## config.mk

```make
export PLATFORM = sky130hd
export DESIGN_NAME = adder_sched
export DESIGN_NICKNAME = d
export VERILOG_FILES = /design/src/rtl/adder_sched_pkg.sv /design/src/rtl/adder_sched_rr.sv /design/src/rtl/adder_sched.sv
export SDC_FILE = /design/constraint.sdc
export NUM_CORES = 1
export LEC_CHECK = 0
export CORE_MARGIN = 3
export CORE_UTILIZATION = 30
export CTS_CLUSTER_DIAMETER = 100
export DETAILED_ROUTE_END_ITERATION = 16
export GPL_TIMING_DRIVEN = 1
export PLACE_DENSITY = 0.67
export RECOVER_POWER = 100
export SETUP_SLACK_MARGIN = 0.15
export SYNTH_ARGS = -nofsm -noshare
export SYNTH_HDL_FRONTEND = slang
export SYNTH_HIERARCHICAL = 1
export SYNTH_SLANG_ARGS = --single-unit
```

## constraint.sdc

```tcl
create_clock -name clk -period 6.1 [get_ports clk]
set_input_delay 1.83 -clock clk [delete_from_list [all_inputs] [get_ports clk]]
set_output_delay 1.83 -clock clk [all_outputs]
set_load 0.02 [all_outputs]
```

## src/rtl/adder_sched_pkg.sv

```systemverilog
// Shared types and helpers for the adder issue scheduler and its operation-level model.
// Struct widths follow the default configuration (4 requesters, 5-bit dest, 8 flags).
package adder_sched_pkg;

  localparam int DATA_W      = 32;
  localparam int DEF_NUM_REQ = 4;
  localparam int DEF_ADDR_W  = 5;
  localparam int DEF_FLAG_W  = 8;

  // One extra select bit above the flag index so that all-ones means "always".
  function automatic int cond_sel_w(input int flag_w);
    return $clog2(flag_w) + 1;
  endfunction

  localparam int DEF_COND_SEL_W = cond_sel_w(DEF_FLAG_W);
  localparam int DEF_ID_W       = $clog2(DEF_NUM_REQ);

  localparam logic [DEF_COND_SEL_W-1:0] COND_ALWAYS = '1;

  typedef struct packed {
    logic [DATA_W-1:0]         op1;
    logic [DATA_W-1:0]         op2;
    logic [DEF_ADDR_W-1:0]     dest;
    logic [DEF_COND_SEL_W-1:0] cond;
  } adder_req_t;

  typedef struct packed {
    logic                  we;
    logic [DEF_ADDR_W-1:0] dest;
    logic [DATA_W-1:0]     data;
    logic                  carry;
    logic [DEF_ID_W-1:0]   id;
  } adder_wb_t;

endpackage

```

## src/rtl/adder_sched_rr.sv

```systemverilog
// Round-robin arbiter: search starts one past the last winner; pointer moves only on a grant.
module rr_arbiter
  import adder_sched_pkg::*;
#(
  parameter  int N  = 4,
  localparam int IW = $clog2(N)
) (
  input  logic          clk,
  input  logic          rst_n,
  input  logic [N-1:0]  req,
  input  logic          en,
  output logic [N-1:0]  grant,
  output logic [IW-1:0] index
);

  logic [IW-1:0] ptr;
  logic [IW-1:0] cand;
  logic          found;

  always_comb begin
    grant = '0;
    index = '0;
    found = 1'b0;
    cand  = '0;
    for (int k = 1; k <= N; k++) begin
      cand = IW'((int'(ptr) + k) % N);
      if (en && !found && req[cand]) begin
        found       = 1'b1;
        grant[cand] = 1'b1;
        index       = cand;
      end
    end
  end

  // Reset to N-1 so requester 0 has first priority.
  always_ff @(posedge clk) begin
    if (!rst_n) begin
      ptr <= IW'(N - 1);
    end else if (found) begin
      ptr <= index;
    end
  end

endmodule

```

## src/rtl/adder_sched.sv

```systemverilog
// Issue scheduler for the shared 32-bit adder: round-robin grant, condition check,
// and a two-stage valid/ready pipeline (S1 issue register, S2 write-back register).
module adder_sched
  import adder_sched_pkg::*;
#(
  parameter  int NUM_REQ    = 4,
  parameter  int ADDR_W     = 5,
  parameter  int FLAG_W     = 8,
  localparam int COND_SEL_W = cond_sel_w(FLAG_W),
  localparam int ID_W       = $clog2(NUM_REQ)
) (
  input  logic                         clk,
  input  logic                         rst_n,
  input  logic [NUM_REQ-1:0]           req_valid,
  output logic [NUM_REQ-1:0]           req_ready,
  input  logic [NUM_REQ*32-1:0]        req_op1,
  input  logic [NUM_REQ*32-1:0]        req_op2,
  input  logic [NUM_REQ*ADDR_W-1:0]    req_dest,
  input  logic [NUM_REQ*COND_SEL_W-1:0] req_cond,
  input  logic [FLAG_W-1:0]            flags_i,
  output logic                         wb_valid,
  input  logic                         wb_ready,
  output logic                         wb_we,
  output logic [ADDR_W-1:0]            wb_dest,
  output logic [31:0]                  wb_data,
  output logic                         wb_carry,
  output logic [ID_W-1:0]              wb_id,
  output logic [15:0]                  stat_issued,
  output logic [15:0]                  stat_skipped
);

  localparam logic [COND_SEL_W-1:0] COND_ALL = '1;
  localparam logic [COND_SEL_W-1:0] FLAG_LIM = COND_SEL_W'(FLAG_W);

  // Handshake: a transfer happens on a rising edge where valid and ready are both high.
  // req_ready is combinational from req_valid; wb_* hold while wb_valid & !wb_ready.
  logic s1_valid, s2_load, s1_adv, s1_load;
  logic [NUM_REQ-1:0] grant;
  logic [ID_W-1:0]    gidx;
  logic [31:0]            s1_op1, s1_op2;
  logic [ADDR_W-1:0]      s1_dest;
  logic [ID_W-1:0]        s1_id;
  logic                   s1_ok;
  logic [31:0]            sel_op1, sel_op2;
  logic [ADDR_W-1:0]      sel_dest;
  logic [COND_SEL_W-1:0]  sel_cond;
  logic                   sel_ok;
  logic [32:0]            sum;

  assign s2_load   = !wb_valid || wb_ready;
  assign s1_adv    = s1_valid && s2_load;
  assign s1_load   = !s1_valid || s1_adv;
  assign req_ready = grant;
  assign sum       = {1'b0, s1_op1} + {1'b0, s1_op2};

  rr_arbiter #(.N(NUM_REQ)) u_arb (
    .clk   (clk),
    .rst_n (rst_n),
    .req   (req_valid),
    .en    (s1_load),
    .grant (grant),
    .index (gidx)
  );

  always_comb begin
    sel_op1  = '0;
    sel_op2  = '0;
    sel_dest = '0;
    sel_cond = '0;
    for (int i = 0; i < NUM_REQ; i++) begin
      if (grant[i]) begin
        sel_op1  = req_op1[i*32 +: 32];
        sel_op2  = req_op2[i*32 +: 32];
        sel_dest = req_dest[i*ADDR_W +: ADDR_W];
        sel_cond = req_cond[i*COND_SEL_W +: COND_SEL_W];
      end
    end
    // Selects between FLAG_W and all-ones name no flag and evaluate false.
    sel_ok = 1'b0;
    if (sel_cond == COND_ALL) begin
      sel_ok = 1'b1;
    end else if (sel_cond < FLAG_LIM) begin
      sel_ok = flags_i[sel_cond[COND_SEL_W-2:0]];
    end
  end

  always_ff @(posedge clk) begin
    if (!rst_n) begin
      s1_valid     <= 1'b0;
      s1_op1       <= '0;
      s1_op2       <= '0;
      s1_dest      <= '0;
      s1_id        <= '0;
      s1_ok        <= 1'b0;
      wb_valid     <= 1'b0;
      wb_we        <= 1'b0;
      wb_dest      <= '0;
      wb_data      <= '0;
      wb_carry     <= 1'b0;
      wb_id        <= '0;
      stat_issued  <= '0;
      stat_skipped <= '0;
    end else begin
      if (s1_load) begin
        s1_valid <= |grant;
        if (|grant) begin
          s1_op1  <= sel_op1;
          s1_op2  <= sel_op2;
          s1_dest <= sel_dest;
          s1_id   <= gidx;
          s1_ok   <= sel_ok;
        end
      end
      // False-condition ops still flow through so completion order matches grant order.
      if (s2_load) begin
        wb_valid <= s1_valid;
        if (s1_valid) begin
          wb_we    <= s1_ok;
          wb_dest  <= s1_dest;
          wb_data  <= s1_ok ? sum[31:0] : 32'd0;
          wb_carry <= s1_ok & sum[32];
          wb_id    <= s1_id;
        end
      end
      if (|grant) begin
        stat_issued <= stat_issued + 16'd1;
        if (!sel_ok) begin
          stat_skipped <= stat_skipped + 16'd1;
        end
      end
    end
  end

endmodule

```

==> impl_metrics.py <==
metrics = {
    "setup_path": {
        "rr_worst_depth": 17,
        "crit_type": "in2out",
        "cp-start-kind": "input pin",
        "end_kind": "output port",
        "arrival_ns": 4.02,
        "critPathRequiredTime_ns": 4.27,
        "worstPathMaxFanout": 6,
    },
    "run_status": {
        "outcome": "finished with violations",
        "violations": "capacitance limit, slew limit",
    },
    "routing": {
        "wl_um": 35100,
        "firstDrtPassIters": 5,
        "drc": 0,
        "viasPerCell": 5.29,
        "ant_nets": 0,
        "wl_per_cell_um": 19.1,
        "drt-initial-drc-count": 463,
        "vias": 9749,
    },
    "die": {
        "initial_utilization_pct": 31.0,
        "ios": 385,
        "die_y_um": 180,
        "fp.dieW_um": 180,
        "core-area_um2": 29200,
        "rows": 62,
        "die_area_um2": 32300,
    },
    "worst_hold_path": {
        "hold_depth": 2,
        "hp-class": "reg2reg",
    },
    "layout": {
        "drive_gt1_share_pct": 5.56,
        "fin_util_pct": 47.8,
        "multiInputGateArea_um2": 5670,
        "final_cell_mix": "clkdlybuf4s50_1, dfxtp_1, a21oi_1",
        "area_growth_pct": 54.3,
        "layout.nets": 1796,
        "regArea_um2": 2980,
        "final_common_cell": "clkdlybuf4s50_1",
        "insertedDiodeCount": 0,
        "layout.filler_cells": 2845,
        "layout.cells.non_filler": 1842,
    },
    "timing": {
        "rsz0062_at_grt": "no",
        "tightestPinTransition_ns": 2.62,
        "hold_violations": 0,
        "post-route-period-util_pct": 95.9,
        "finalCriticalPeriod_ns": 5.85,
        "slew_viol_final": 75,
        "max_freq_mhz": 171,
        "slew_headroom_pct": -74.6,
        "finalSetupViolCount": 0,
        "worst_slack_ns": 0.251,
        "clock_skew_ns": 0.0159,
        "holdWs_ns": 0.447,
    },
    "clocking": {
        "clkLatencyLatePin_ns": 0.42,
        "clockBufferDepth": 2,
        "holdBufCountCts": 0,
        "htree_levels": 4,
        "numCtsBuffers": 17,
        "clk_pin_slew_worst_paths_ns": 0.06,
        "cts.sinks": 149,
        "cts_root_buffer": "clkbuf_16",
        "cts_tree": "yes",
    },
    "global_routing": {
        "grt_max_degree": 75,
        "track_usage_pct": 20.7,
        "grt_pass1_wl_um": 54100,
        "antenna_found_initial": 0,
        "overflow": 0,
        "grt_pass1_vias": 9756,
    },
    "yosys": {
        "synthCells": 1093,
        "ys_ff_latch": 149,
        "avgSynthCellArea_um2": 8.29,
        "synthTopCellsByArea": "dfxtp_1, a221oi_1, nor2b_1",
        "synth_edf_count": 0,
        "ys_seq_area_share_pct": 32.9,
        "synth_area_um2": 9060,
        "ys_types": 71,
        "synthFlopType": "dfxtp_1",
        "syn_nets": 1442,
        "yosys.area.top_type": "dfxtp_1",
        "synth.top_cell.area_share_pct": 32.9,
        "ys_warn_count": 6,
        "async_flop_share_pct": 0,
    },
    "placement": {
        "gp_congestion": 0.878,
        "place_inst": 1808,
        "numPortBuffers": 384,
        "hpwl_um": 26900,
        "pre_cts_ws_ns": -0.0643,
    },
    "flow_run": {
        "drv_cap": 1,
    },
    "power_and_ir_drop": {
        "ir_drop_v": 0.000455,
        "power_w": 0.00737,
        "p_leak_nw": 5.40,
        "p_per_area_nw_per_um2": 527,
    },
}
routing by layer:
| layer | up-vias | global-route usage, % | wire [um] |
|---|---|---|---|
| met5 | - | 0 | 0 |
| met4 | 0 | 4.12 | 460 |
| met3 | 32 | 5.66 | 2190 |
| met2 | 315 | 34.5 | 16300 |
| met1 | 4615 | 27.0 | 16100 |
| li1 | 4787 | - | - |
where the power goes:
group | total [W] | internal [W] | switching (W)
clock | 0.00115 | 0.000725 | 0.000430
combinational | 0.00490 | 0.00203 | 0.00287
sequential | 0.00132 | 0.00117 | 0.000146
path summary, 6_finish.rpt:
path	endpoint	slack, ns	startpoint
max	req_ready[0]	0.25	req_valid[2]
min	wb_data[23]	0.45	wb_data[23]
max reg2reg	stat_skipped[10]	0.92	u_arb/ptr[0]
min reg2reg	wb_data[23]	0.45	wb_data[23]
area by class of cell:
cell class,instances,area share [%]
clock inverter,12,1.45
inverter,18,0.582
clock buffer,18,3.07
tap,384,3.44
multi-input combinational,840,40.6
sequential,149,21.3
timing repair buffer,421,29.6
registers in the layout, indices dropped and copies added, names as in the netlist, 2 cells and up:
signal	cells
s1_op1	32
u_arb/ptr	2
s1_id	2
wb_id	2
wb_data	32
stat_issued	16
s1_dest	5
stat_skipped	16
wb_dest	5
s1_op2	32
critical path: stages:
cell and delay [ns]:
clkdlybuf4s50_1 0.49, mux4_2 0.61, nor3_2 0.24, o21a_2 0.24, a221o_1 0.23, dlygate4sd2_1 0.38
metrics by stage:
step	area, um^2	TNS, ns
floorplan	9060	0
global placement	13400	0
detailed placement	13400	-0.193
CTS	14000	0
global route	14000	0
finish	14000	0
kinds of logic after synthesis:
group           synth area share (%)
compound gates                  27.8
xor+xnor                        5.51
fa+ha+maj                       5.88
buf+inv                         4.71
flops                           32.9
mux                             1.89
simple gates                    21.3
cells in the mapped netlist (all sizes together) (3+ instances only):
master	n
dfxtp	149
mux4	4
nor2b	93
or2	3
nand3	17
a31oi	6
nand2b	4
and2	32
a221oi	71
a21o	10
or3	3
o21a	9
a22oi	13
and3	6
and4	4
a21boi	13
a221o	7
ha	41
o21ai	34
xnor2	41
buf	11
o31ai	5
nand4	10
nand3b	6
xor2	16
mux2i	7
inv	17
nor3	77
nand2	76
o22ai	68
a211oi	6
clkbuf	75
nor2	22
o21bai	7
a21oi	103
timing repair:
item | CTS | global route
setup endpoints to repair | 4 | 1
setup buffers | 3 | 1
gates resized for setup | 4 | 0
endpoints found under the hold margin | 0 | 0
No activity file was read; power rests on OpenSTA's default activity.
